**config.mk**
```make
export PLATFORM = sky130hd
export DESIGN_NAME = router_req_scheduler
export DESIGN_NICKNAME = d
export VERILOG_FILES = /design/src/rtl/router_req_scheduler.sv
export SDC_FILE = /design/constraint.sdc
export NUM_CORES = 1
export LEC_CHECK = 0
export CORE_ASPECT_RATIO = 1.25
export CORE_MARGIN = 3
export CORE_UTILIZATION = 43
export CTS_CLUSTER_DIAMETER = 30
export DETAILED_ROUTE_END_ITERATION = 12
export HOLD_SLACK_MARGIN = 0.06
export PLACE_DENSITY_LB_ADDON = 0.05
export RECOVER_POWER = 25
export SETUP_SLACK_MARGIN = 0.05
export SYNTH_ARGS = -nofsm -noshare
export SYNTH_HDL_FRONTEND = slang
export SYNTH_SLANG_ARGS = --single-unit
```
**constraint.sdc**
```tcl
create_clock -name clk -period 3 [get_ports clk]
set_input_delay 0.45 -clock clk [delete_from_list [all_inputs] [get_ports clk]]
set_output_delay 0.45 -clock clk [all_outputs]
set_load 0.03 [all_outputs]
```
**src/rtl/router_req_scheduler.sv**
```systemverilog
// ----------------------------------------------------------------------------
// router_req_scheduler
//
// Purpose:
//   Round-robin arbiter and sequencer in front of a single router engine.
//   After the router reports that it has initialised, the block grants one
//   requester at a time. It pulses the router start with that requester's
//   source/destination, waits for a rising edge on router_done (or a
//   timeout), reports the completion and then sits idle for one gap cycle
//   before the next grant.
//
// Ports:
//   clk              in   single clock, rising edge
//   rst              in   asynchronous, active-high reset
//   req_valid        in   [NUM_REQ]         per-requester transfer request
//   req_ready        out  [NUM_REQ]         combinational grant, one-hot or 0
//   req_src          in   [NUM_REQ*ADDR_W]  packed source addresses
//   req_dst          in   [NUM_REQ*ADDR_W]  packed destination addresses
//   router_start_req out                    one-cycle start pulse
//   router_scr_addr  out  [ADDR_W]          source address (0 outside ISSUE)
//   router_dst_addr  out  [ADDR_W]          destination address (0 outside ISSUE)
//   router_done      in                     router idle level, rise = complete
//   cpl_valid        out                    one-cycle completion pulse
//   cpl_id           out  [2]               completed requester index (held)
//   cpl_timeout      out                    completion was a timeout
//   cpl_latency      out  [16]              WAIT cycles of the transfer (held)
//   xfer_count       out  [32]              successful completions, wrapping
//   busy             out                    state is not IDLE
// ----------------------------------------------------------------------------
module router_req_scheduler #(
    parameter int NUM_REQ = 4,
    parameter int ADDR_W  = 10,
    parameter int TIMEOUT = 4096
) (
    input  logic                      clk,
    input  logic                      rst,
    input  logic [NUM_REQ-1:0]        req_valid,
    output logic [NUM_REQ-1:0]        req_ready,
    input  logic [NUM_REQ*ADDR_W-1:0] req_src,
    input  logic [NUM_REQ*ADDR_W-1:0] req_dst,
    output logic                      router_start_req,
    output logic [ADDR_W-1:0]         router_scr_addr,
    output logic [ADDR_W-1:0]         router_dst_addr,
    input  logic                      router_done,
    output logic                      cpl_valid,
    output logic [1:0]                cpl_id,
    output logic                      cpl_timeout,
    output logic [15:0]               cpl_latency,
    output logic [31:0]               xfer_count,
    output logic                      busy
);

    localparam int IDX_W = (NUM_REQ > 1) ? $clog2(NUM_REQ) : 1;
    // The timeout comparison is done at 32 bits so that a TIMEOUT beyond the
    // 16-bit counter range simply never fires instead of aliasing.
    localparam logic [31:0] TIMEOUT_32 = 32'(TIMEOUT);

    typedef enum logic [2:0] {
        ST_INIT,
        ST_IDLE,
        ST_ISSUE,
        ST_WAIT,
        ST_GAP
    } state_t;

    // ------------------------------------------------------------------------
    // State
    // ------------------------------------------------------------------------
    state_t               state_q,       state_d;
    logic [IDX_W-1:0]     rr_ptr_q,      rr_ptr_d;
    logic [IDX_W-1:0]     idx_q,         idx_d;
    logic [ADDR_W-1:0]    src_q,         src_d;
    logic [ADDR_W-1:0]    dst_q,         dst_d;
    logic [15:0]          lat_cnt_q,     lat_cnt_d;
    logic                 done_q,        done_d;
    logic                 cpl_valid_q,   cpl_valid_d;
    logic [1:0]           cpl_id_q,      cpl_id_d;
    logic                 cpl_timeout_q, cpl_timeout_d;
    logic [15:0]          cpl_latency_q, cpl_latency_d;
    logic [31:0]          xfer_count_q,  xfer_count_d;
    logic                 busy_q,        busy_d;

    // ------------------------------------------------------------------------
    // Unpack the per-lane address buses
    // ------------------------------------------------------------------------
    logic [ADDR_W-1:0] src_arr [NUM_REQ];
    logic [ADDR_W-1:0] dst_arr [NUM_REQ];

    generate
        for (genvar gi = 0; gi < NUM_REQ; gi++) begin : g_lane
            assign src_arr[gi] = req_src[gi*ADDR_W +: ADDR_W];
            assign dst_arr[gi] = req_dst[gi*ADDR_W +: ADDR_W];
        end
    endgenerate

    // ------------------------------------------------------------------------
    // Round-robin search starting at rr_ptr. Candidates are visited from the
    // farthest to the nearest so that the last hit (the nearest valid lane
    // at or after rr_ptr) wins without needing an early exit.
    // ------------------------------------------------------------------------
    logic             grant_found;
    logic [IDX_W-1:0] grant_idx;

    always_comb begin : arb
        int               cand;
        logic [IDX_W-1:0] cand_idx;
        grant_found = 1'b0;
        grant_idx   = '0;
        cand        = 0;
        cand_idx    = '0;
        for (int k = NUM_REQ - 1; k >= 0; k--) begin
            cand = int'(rr_ptr_q) + k;
            if (cand >= NUM_REQ) begin
                cand = cand - NUM_REQ;
            end
            cand_idx = IDX_W'(cand);
            if (req_valid[cand_idx]) begin
                grant_found = 1'b1;
                grant_idx   = cand_idx;
            end
        end
    end

    // ------------------------------------------------------------------------
    // Completion detection helpers
    // ------------------------------------------------------------------------
    logic        done_rise;
    logic [15:0] lat_inc;
    logic        lat_expired;

    assign done_rise   = router_done & ~done_q;
    // Count including the current WAIT cycle, saturating.
    assign lat_inc     = (lat_cnt_q == 16'hFFFF) ? lat_cnt_q : lat_cnt_q + 16'd1;
    assign lat_expired = ({16'd0, lat_inc} >= TIMEOUT_32);

    // ------------------------------------------------------------------------
    // Next-state and outputs
    // ------------------------------------------------------------------------
    always_comb begin
        state_d          = state_q;
        rr_ptr_d         = rr_ptr_q;
        idx_d            = idx_q;
        src_d            = src_q;
        dst_d            = dst_q;
        lat_cnt_d        = lat_cnt_q;
        done_d           = router_done;
        cpl_valid_d      = 1'b0;
        cpl_id_d         = cpl_id_q;
        cpl_timeout_d    = cpl_timeout_q;
        cpl_latency_d    = cpl_latency_q;
        xfer_count_d     = xfer_count_q;
        req_ready        = '0;
        router_start_req = 1'b0;
        router_scr_addr  = '0;
        router_dst_addr  = '0;

        case (state_q)
            ST_INIT: begin
                // Router still initialising: no grants until it reports idle.
                if (router_done) begin
                    state_d = ST_IDLE;
                end
            end

            ST_IDLE: begin
                if (grant_found) begin
                    req_ready[grant_idx] = 1'b1;
                    idx_d   = grant_idx;
                    src_d   = src_arr[grant_idx];
                    dst_d   = dst_arr[grant_idx];
                    if (grant_idx == IDX_W'(NUM_REQ - 1)) begin
                        rr_ptr_d = '0;
                    end else begin
                        rr_ptr_d = grant_idx + IDX_W'(1);
                    end
                    state_d = ST_ISSUE;
                end
            end

            ST_ISSUE: begin
                router_start_req = 1'b1;
                router_scr_addr  = src_q;
                router_dst_addr  = dst_q;
                lat_cnt_d        = '0;
                state_d          = ST_WAIT;
            end

            ST_WAIT: begin
                lat_cnt_d = lat_inc;
                // A real completion wins over a timeout landing on the same cycle.
                if (done_rise) begin
                    cpl_valid_d   = 1'b1;
                    cpl_timeout_d = 1'b0;
                    cpl_id_d      = 2'(idx_q);
                    cpl_latency_d = lat_inc;
                    xfer_count_d  = xfer_count_q + 32'd1;
                    state_d       = ST_GAP;
                end else if (lat_expired) begin
                    cpl_valid_d   = 1'b1;
                    cpl_timeout_d = 1'b1;
                    cpl_id_d      = 2'(idx_q);
                    cpl_latency_d = TIMEOUT_32[15:0];
                    state_d       = ST_GAP;
                end
            end

            ST_GAP: begin
                state_d = ST_IDLE;
            end

            default: begin
                state_d = ST_INIT;
            end
        endcase

        // busy is registered from the next state so it tracks state_q exactly
        // while still reading 0 during reset.
        busy_d = (state_d != ST_IDLE);
    end

    // ------------------------------------------------------------------------
    // Registers
    // ------------------------------------------------------------------------
    always_ff @(posedge clk or posedge rst) begin
        if (rst) begin
            state_q       <= ST_INIT;
            rr_ptr_q      <= '0;
            idx_q         <= '0;
            src_q         <= '0;
            dst_q         <= '0;
            lat_cnt_q     <= '0;
            done_q        <= 1'b0;
            cpl_valid_q   <= 1'b0;
            cpl_id_q      <= '0;
            cpl_timeout_q <= 1'b0;
            cpl_latency_q <= '0;
            xfer_count_q  <= '0;
            busy_q        <= 1'b0;
        end else begin
            state_q       <= state_d;
            rr_ptr_q      <= rr_ptr_d;
            idx_q         <= idx_d;
            src_q         <= src_d;
            dst_q         <= dst_d;
            lat_cnt_q     <= lat_cnt_d;
            done_q        <= done_d;
            cpl_valid_q   <= cpl_valid_d;
            cpl_id_q      <= cpl_id_d;
            cpl_timeout_q <= cpl_timeout_d;
            cpl_latency_q <= cpl_latency_d;
            xfer_count_q  <= xfer_count_d;
            busy_q        <= busy_d;
        end
    end

    assign cpl_valid   = cpl_valid_q;
    assign cpl_id      = cpl_id_q;
    assign cpl_timeout = cpl_timeout_q;
    assign cpl_latency = cpl_latency_q;
    assign xfer_count  = xfer_count_q;
    assign busy        = busy_q;

endmodule

```
==> flow_metrics.tcl, run 1 <==
set metrics [dict create \
    crit_type "in -> out" \
    drt_pass1_iterations 5 \
    worstHoldPathType "reg -> reg" \
    synth_area_mm2 0.00534 \
    grt_max_degree 38 \
    relSlewSlack_pct -8.76 \
    first_global_vias 4613 \
    cts_setup_buffers 0 \
    die-width_um 106 \
    yosys.area.top_type "dfrtp_1" \
    core_area_mm2 0.0119 \
    htreeDepth 3 \
    drt_wl_total_um 13500 \
    cp_slowest_cell "clkdlybuf4s50_1" \
    fin_util_pct 63.2 \
    grt_usage_pct 20.3 \
    antenna_found_initial 1 \
    synth_warnings 0 \
    ys.flop_type "dfrtp_1" \
    violations "max-capacitance violations, max-slew violations" \
    antenna_left 0 \
    ys_top_cells_by_area "dfrtp_1 45%, mux2i_1 12%, xnor2_1 4.9%" \
    drtIter0Drc 210 \
    crit_fanout 24 \
    rows 44 \
    ios 165 \
    portBuffers 164 \
    finalClockSkew_ns 0.00850 \
    synth_cell_types 53 \
    instances_no_fill 843 \
    die_y_um 131 \
    hold_violations 0 \
    yosysTopAreaCellShare_pct 45.5 \
    syn-num-nets 602 \
    placed_cells 827 \
    cts_buffers 9 \
    dieArea_mm2 0.0138 \
    clock_path_buffers 2 \
    path_clk_slew_ns 0.06 \
    cts_tree "done" \
    critPathArrivalTime_ns 2.39 \
    syn_inst 509 \
    p_leak_nw 3.34 \
    drc 0 \
    status "complete, but fails checks" \
    grt_pass1_wl_um 22700 \
    vias 4369 \
    drive_gt1_share_pct 10.7 \
    gr-total-overflow 0 \
    dp_hpwl_um 10200 \
    gp_congestion 0.792 \
    diodes 0 \
    setup_viol 0 \
    crit_chain "clkdlybuf4s50_1 > nor2b_1 > a211o_1 > a21oi_4 > buf_4 > ha_1 > and2_1 > buf_4" \
    ctsResizeCount 1 \
    syn_area_per_cell_um2 10.5 \
    clock-sinks 97 \
    worst_pin_slew_ns 1.62 \
    cp-end-kind "primary output" \
    postCtsHoldBufs 0 \
    powerDensity_mw_per_mm2 736 \
    max_freq_mhz 353 \
    wl_per_cell_um 16.0 \
    fillers 1043 \
    clock_latency_ns 0.34 \
    crit_path_frequent_cell "buf_4" \
    synth-seq-cells 97 \
    start_util_pct 44.9 \
    cts_root_buffer "clkbuf_16" \
    startpoint_type "input port" \
    synth.yosys.seq_area_share_pct 45.5 \
    cp.required_ns 2.55 \
    drv_slew 38 \
    synth_edf_count 0 \
    maxCapViolCount 1 \
    design_area_mm2 0.00752 \
    rsz0062_at_grt "false" \
    placed_area_mm2 0.00724 \
    nets 770 \
    max_stage_delay_ns 0.45 \
    vdd_ir_drop_max_mv 0.394 \
    async_flop_share_pct 100 \
    syn2layout_area_growth_pct 40.9 \
    vias_per_cell 5.18 \
    period_share_pct 94.5 \
    period_needed_ns 2.84 \
]
-- cell type report --
class                   instances  area, µm²  share of cell area, %
clock inverters                 6       67.6                  0.899
inverters                      26       98.8                   1.32
well taps                     161        201                   2.68
repair buffers                183       1780                   23.7
flip-flops and latches         97       2430                   32.3
multi-input cells             360       2700                   35.9
clock buffers                  10        239                   3.18
-- stage by stage --
step / setup slack (ns) / power [mW] / setup TNS [ns] / hold WS, ns
finish: 0.164 / 5.53 / 0 / 0.475
global route: 0.0794 / 5.87 / 0 / 0.511
CTS: 0.148 / 5.60 / 0 / 0.482
detailed placement: -0.0401 / 4.40 / -0.244 / 0.466
global placement: 0.0537 / 4.35 / 0 / 0.461
floorplan: 0.659 / 3.47 / 0 / 0.446
-- synth_stat cells (all sizes together), types with 2 or more instances --
cell type / instances
nor2: 15
nand4: 12
nand3b: 3
mux2: 22
a22o: 11
nand2: 45
buf: 14
nor2b: 2
mux2i: 65
nand2b: 5
or3: 2
clkbuf: 12
nor4: 5
nand3: 18
and4: 5
a21oi: 15
o2bb2ai: 2
and3: 25
inv: 26
a21o: 3
and2: 9
o22ai: 10
ha: 6
o21a: 2
nor3: 12
xor2: 12
xnor2: 30
dfrtp: 97
o21ai: 11
-- final timing paths --
path	cells past startpoint	endpoint	slack (ns)	from
worst max register to register	8	src_q[0]$_DFFE_PP0P_	0.57	rr_ptr_q[0]$_DFFE_PP0P_
min in group asynchronous	2	cpl_latency[3]$_DFFE_PP0P_	0.95	rst
max in group asynchronous	3	lat_cnt_q[14]$_DFFE_PP0P_	0.58	rst
worst min-delay path	2	idx_q[1]$_DFFE_PP0P_	0.47	idx_q[1]$_DFFE_PP0P_
worst max-delay path	8	req_ready[3]	0.16	req_valid[0]
worst min register to register	2	idx_q[1]$_DFFE_PP0P_	0.47	idx_q[1]$_DFFE_PP0P_
-- critical path, delay by kind of cell --
family          cells  cell delay (ns)
compound gates      2             0.45
fa+ha+maj           1             0.22
buf+inv             3             0.96
simple gates        2             0.29
-- cells by family after synthesis --
family          count (synthesis)  share of synthesized area, %
compound gates                 65                          8.23
fa+ha+maj                       6                          1.41
flops                          97                          45.5
simple gates                  160                          16.8
xor+xnor                       42                          6.89
mux                            87                          16.9
buf+inv                        52                          4.27
-- placed cells by master, fill, tap and decap left out, types with 10 or more instances in the layout --
cell / n
and3_1: 25
xnor2_1: 30
nand2_1: 44
nand3_1: 18
a21oi_1: 14
inv_1: 25
mux2i_1: 65
dfrtp_1: 97
nand4_1: 11
clkdlybuf4s50_1: 158
a22o_1: 11
mux2_2: 21
nor3_1: 10
buf_4: 19
xor2_1: 12
nor2_1: 15
o22ai_1: 10
-- routing by layer --
layer	part of all wire (%)	vias up	GRT usage, %	routed length (µm)
li1	-	2134	-	-
met1	40	2090	24.5	5440
met2	52	132	36.0	7010
met3	6.5	11	4.91	874
met4	0.99	2	6.33	133
met5	0.096	-	0	13
-- report_power, final --
group / leakage (nW) / switching (mW) / internal, mW
sequential: 1.25 / 0.200 / 1.59
combinational: 1.95 / 1.37 / 1.19
clock: 0.145 / 0.509 / 0.671
-- sequential cells by signal (all words and copies together), names as in the netlist, 2 cells and up --
name / count
state_q: 3
xfer_count: 32
lat_cnt_q: 16
cpl_id: 2
cpl_latency: 16
src_q: 10
dst_q: 10
rr_ptr_q: 2
idx_q: 2
(Power assumes the default switching activity.)
==> run 2, diff against run 1 <==
==> constraint.sdc (replaced) <==
create_clock -name clk -period 3 [get_ports clk]
set_input_delay 0.45 -clock clk [delete_from_list [all_inputs] [get_ports clk]]
set_output_delay 0.45 -clock clk [all_outputs]
set_load 0.005 [all_outputs]
==> run 2 against run 1 <==
The flow still finishes with violations (max-capacitance violations, max-slew violations). Routed wire length increased by 1.6%. Final area grew 0.15%. Sequential share of layout area about the same. Worst hold slack worse by 0.00081 ns. Die area is the same. Clock power is 6% lower. Global-route usage down 0.14 points. Clock-buffer cell count rose by 1. Combinational power shrank 16%. Critical endpoint is now req_ready[0]. Highest routed layer is now met4.
==> flow_metrics.tcl, run 2 (synthesis results as in run 1) <==
set metrics [dict create \
    grt_max_degree 41 \
    crit_fanout 5 \
    first_global_vias 4583 \
    ff2ff_setup_slack_ns 0.56 \
    cts_tree "done" \
    netSwitchingFraction_pct 33.6 \
    rows 44 \
    cp_slowest_cell "clkdlybuf4s50_1" \
    maxCapViolCount 1 \
    postCtsHoldBufs 0 \
    multi_input_area_mm2 0.00271 \
    mostFrequentLayoutCells "162 x clkdlybuf4s50_1, 96 x dfrtp_1, 65 x mux2i_1, 44 x nand2_1, 30 x xnor2_1" \
    finalClockSkew_ns 0.00752 \
    powerDensity_mw_per_mm2 678 \
    vias_per_cell 5.21 \
    nets 770 \
    cp.required_ns 2.55 \
    setup_viol 0 \
    relSlewSlack_pct -10.7 \
    dieArea_mm2 0.0138 \
    critPathArrivalTime_ns 2.42 \
    period_needed_ns 2.87 \
    antenna_found_initial 1 \
    cts_buffers 9 \
    period_share_pct 95.6 \
    gr-total-overflow 0 \
    violations "max-capacitance violations, max-slew violations" \
    layout_commonest_cell "clkdlybuf4s50_1" \
    core_area_mm2 0.0119 \
    intPower_mw 3.39 \
    grt_pass1_wl_um 22300 \
    antenna_left 0 \
    vias 4395 \
    drv_slew 37 \
    htreeDepth 3 \
    seqCellArea_mm2 0.00243 \
    worst_pin_slew_ns 1.65 \
    drc 0 \
    drt_wl_total_um 13700 \
    placed_area_mm2 0.00724 \
    drt_pass1_iterations 4 \
    crit_type "in -> out" \
    pwr-share-clk_pct 21.7 \
    switching_power_mw 1.71 \
    crit_path_frequent_cell "clkdlybuf4s50_1" \
    max_freq_mhz 349 \
    largest_register_ffs 32 \
    design_area_mm2 0.00753 \
    rsz0062_at_grt "false" \
    die-width_um 106 \
    crit_chain "clkdlybuf4s50_1 > nor2b_1 > a211o_1 > a21oi_4 > inv_2 > ha_1 > and2_1 > clkdlybuf4s50_1" \
    cts_root_buffer "clkbuf_16" \
    vdd_ir_drop_max_mv 0.324 \
    clock_latency_ns 0.34 \
    ios 165 \
    grt_usage_pct 20.1 \
    die_y_um 131 \
    start_util_pct 44.9 \
    status "complete, but fails checks" \
    p_comb_share_pct 42.4 \
    dp_hpwl_um 10400 \
    startpoint_type "input port" \
    clock_path_buffers 2 \
    path_clk_slew_ns 0.07 \
    clock-sinks 97 \
    drtIter0Drc 134 \
    portBuffers 164 \
    cp-end-kind "primary output" \
    syn2layout_area_growth_pct 41.1 \
    fillers 1038 \
    worstHoldPathType "reg -> reg" \
    max_stage_delay_ns 0.45 \
    fin_setup_tns_ns 0 \
    total_power_mw 5.10 \
    p_leak_nw 3.32 \
    gp_congestion 0.835 \
    wl_per_cell_um 16.2 \
    hold_violations 0 \
    pwr-share-seq_pct 35.9 \
    drive_gt1_share_pct 10.7 \
]
## run 2: cell types whose count changed in the layout (fill, tap and decap cells not counted), sizes merged
cell           delta
clkdlybuf4s50     +4
inv               +1
dlygate4sd2       -1
clkinvlp          +2
buf               -4
dlymetal6s2s      +1
bufinv            -1
clkinv            -2
diode             +1
## run 2: worst paths after layout
check                                            from                         end  depth (start not counted)
max in group asynchronous                         rst   xfer_count[1]$_DFFE_PP0P_                          3
hold reg to reg            xfer_count[31]$_DFFE_PP0P_  xfer_count[31]$_DFFE_PP0P_                          1
setup reg to reg             lat_cnt_q[0]$_DFFE_PP0P_       cpl_id[1]$_DFFE_PP0P_                          7
hold / removal             xfer_count[31]$_DFFE_PP0P_  xfer_count[31]$_DFFE_PP0P_                          1
min in group asynchronous                         rst  cpl_latency[5]$_DFFE_PP0P_                          2
setup / recovery                         req_valid[0]                req_ready[0]                          8
## run 2: what timing repair did
item,4_1_cts,5_1_grt
endpoints found under the setup margin,2,5
resized for setup,0,4
cloned,0,1
pin swaps,1,1
setup buffers,0,1
## run 2: critical path: cells and delay by family
family / cells / cell delay, ns
and+or+nand+nor: 2 / 0.30
AOI/OAI and AO/OA: 2 / 0.51
adders and majority gates: 1 / 0.19
buffers and inverters: 3 / 0.96
## run 2: power by group through the flow
stage / registers, mW / logic, mW / clock network, mW
floorplan: 1.77 / 1.32 / 0
global placement: 1.82 / 2.13 / 0
detailed placement: 1.84 / 2.17 / 0
CTS: 1.82 / 2.18 / 1.14
global route: 1.88 / 2.39 / 1.20
finish: 1.83 / 2.16 / 1.11
## run 2: area by class of cell
class	instances	share of cell area, %
diodes	1	0.0332
clock buffers	11	3.36
clock inverters	5	0.499
inverters	26	1.36
multi-input cells	360	35.9
flip-flops and latches	97	32.3
well taps	161	2.68
repair buffers	182	23.8
repair inverters	1	0.0665
## run 2: through the flow
stage | instances | util (%) | hold slack, ns | setup slack [ns]
2_1_floorplan | 509 | - | 0.446 | 0.752
3_3_place_gp | 825 | 60.8 | 0.463 | 0.0910
3_5_place_dp | 825 | 60.8 | 0.459 | 0.0341
4_1_cts | 841 | 63.3 | 0.475 | 0.0529
5_1_grt | 843 | 63.3 | 0.494 | 0.0584
6_report | 844 | 63.3 | 0.474 | 0.132
## run 2: metal layers
layer | track usage, % | vias to the layer above | wire (µm)
li1 | - | 2140 | -
met1 | 23.9 | 2104 | 5430
met2 | 35.8 | 137 | 7100
met3 | 5.06 | 14 | 977
met4 | 6.86 | 0 | 176
met5 | 0 | - | 0
==> run 3, diff against run 2 <==
==> constraint.sdc (replaced) <==
create_clock -name clk -period 2.5 [get_ports clk]
set_input_delay 0.375 -clock clk [delete_from_list [all_inputs] [get_ports clk]]
set_output_delay 0.375 -clock clk [all_outputs]
set_load 0.005 [all_outputs]
==> run 3 against run 2 <==
The run now ends clean. Total power grew 28%. Via count grew 3.0%. Register-to-register slack lost 0.33 ns. Highest routed layer is now met5. Flip-flop and latch count is the same. Combinational power grew 32%. First-iteration DRC count grew 31%. Utilization grew 1.8 points. Clock power grew 32%. Setup slack lost 0.014 ns. Final area grew 2.8%. Sequential power grew 20%. Routed wire length grew 4.6%.
==> flow_metrics.tcl, run 3 (synthesis results as in run 1) <==
set metrics [dict create \
    placed_area_mm2 0.00733 \
    p_comb_share_pct 43.9 \
    ios 165 \
    grt_usage_pct 20.5 \
    mostFrequentLayoutCells "156 x clkdlybuf4s50_1, 95 x dfrtp_1, 64 x mux2i_1, 44 x nand2_1" \
    clock-sinks 97 \
    drt_wl_total_um 14300 \
    cts_buffers 9 \
    worst_pin_slew_ns 1.02 \
    period_needed_ns 2.38 \
    drc 0 \
    clock_latency_ns 0.34 \
    first_global_vias 4690 \
    cts_tree "done" \
    die_y_um 131 \
    hp-start "cpl_latency[15]$_DFFE_PP0P_" \
    pwr-share-seq_pct 33.6 \
    rows 44 \
    drive_gt1_share_pct 13.6 \
    pwr-share-clk_pct 22.5 \
    drv_slew 0 \
    vias 4525 \
    fillers 1017 \
    htreeDepth 3 \
    portBuffers 164 \
    path_clk_slew_ns 0.06 \
    gp_congestion 0.834 \
    cp.required_ns 2.12 \
    startpoint_type "input port" \
    cp-end-kind "primary output" \
    syn2layout_area_growth_pct 45.1 \
    startpoint "req_valid[2]" \
    intPower_mw 4.38 \
    switching_power_mw 2.14 \
    drtIter0Drc 175 \
    status "finished clean" \
    reg2reg_from "rr_ptr_q[0]$_DFFE_PP0P_" \
    multi_input_area_mm2 0.00272 \
    wl_per_cell_um 16.6 \
    relSlewSlack_pct 31.7 \
    maxCapViolCount 0 \
    vias_per_cell 5.25 \
    cts_root_buffer "clkbuf_16" \
    drt_pass1_iterations 4 \
    die-width_um 106 \
    grt_pass1_wl_um 23000 \
    core_area_mm2 0.0119 \
    netSwitchingFraction_pct 32.8 \
    antenna_found_initial 1 \
    fin_util_pct 65.1 \
    gr-total-overflow 0 \
    vdd_ir_drop_max_mv 0.429 \
    hold_violations 0 \
    rsz0062_at_grt "false" \
    worstHoldPathType "reg -> reg" \
    crit_fanout 4 \
    nets 789 \
    finalClockSkew_ns 0.00939 \
    critPathArrivalTime_ns 2.01 \
    powerDensity_mw_per_mm2 843 \
    seqCellArea_mm2 0.00243 \
    start_util_pct 44.9 \
    antenna_left 0 \
    p_leak_nw 3.45 \
    dp_hpwl_um 10600 \
    dieArea_mm2 0.0138 \
    setup_viol 0 \
    design_area_mm2 0.00774 \
    clock_path_buffers 2 \
    layout_commonest_cell "clkdlybuf4s50_1" \
    grt_max_degree 38 \
    largest_register_ffs 32 \
    period_share_pct 95.3 \
    max_freq_mhz 420 \
    crit_type "in -> out" \
    diodes 0 \
]
run 3: layout make-up:
| cell class | count | area share, % |
|---|---|---|
| well taps | 161 | 2.60 |
| inverters | 26 | 1.33 |
| clock inverters | 5 | 1.03 |
| flip-flops and latches | 97 | 31.4 |
| multi-input cells | 360 | 35.1 |
| repair buffers | 201 | 25.4 |
| repair inverters | 1 | 0.0970 |
| clock buffers | 11 | 3.01 |
run 3: worst paths after layout:
kind / endpoint / slack [ns] / depth (start not counted)
setup / recovery: req_ready[2] / 0.12 / 7
hold / removal: cpl_latency[15]$_DFFE_PP0P_ / 0.48 / 1
setup reg to reg: src_q[8]$_DFFE_PP0P_ / 0.23 / 9
hold reg to reg: cpl_latency[15]$_DFFE_PP0P_ / 0.48 / 1
max in group asynchronous: xfer_count[7]$_DFFE_PP0P_ / 0.44 / 3
min in group asynchronous: cpl_id[0]$_DFFE_PP0P_ / 0.66 / 2
run 3: power groups by stage:
| stage | logic, mW | registers (mW) | clock network [mW] |
|---|---|---|---|
| after floorplan | 1.58 | 2.13 | 0 |
| after global placement | 2.65 | 2.17 | 0 |
| after detailed placement | 2.70 | 2.20 | 0 |
| after CTS | 2.78 | 2.19 | 1.49 |
| after global routing | 3.13 | 2.24 | 1.55 |
| final | 2.86 | 2.19 | 1.47 |
run 3: stage by stage:
| step | TNS (ns) | worst slack [ns] | hold slack, ns | total power [mW] | instances |
|---|---|---|---|---|---|
| 5_1_grt | 0 | 0.0539 | 0.503 | 6.93 | 862 |
| 2_1_floorplan | 0 | 0.258 | 0.406 | 3.71 | 509 |
| 6_report | 0 | 0.118 | 0.481 | 6.52 | 862 |
| 4_1_cts | 0 | 0.0206 | 0.445 | 6.47 | 860 |
| 3_3_place_gp | -2.49 | -0.187 | 0.461 | 4.82 | 838 |
| 3_5_place_dp | -4.15 | -0.265 | 0.475 | 4.89 | 838 |
run 3: routing by layer:
layer | share of wire [%] | GRT usage, % | up-vias
met1 | 39 | 24.5 | 2192
met2 | 52 | 36.8 | 143
met5 | 0.091 | 0 | -
met4 | 1.5 | 6.48 | 2
met3 | 7.1 | 4.86 | 18
li1 | - | - | 2170
run 3: critical path, cell delays in order:
cell and delay [ns]:
clkdlybuf4s50_1 0.45, a211o_1 0.31, a21oi_4 0.21, inv_2 0.07, ha_1 0.19, and2_1 0.14, dlygate4sd2_1 0.26
run 3: repair_timing:
item / 4_1_cts / 5_1_grt
pin swaps: 3 / 2
resized for setup: 14 / 4
endpoints found under the setup margin: 24 / 25
cloned: 1 / 3
setup buffers: 5 / 0
hold buffers: 0 / 0
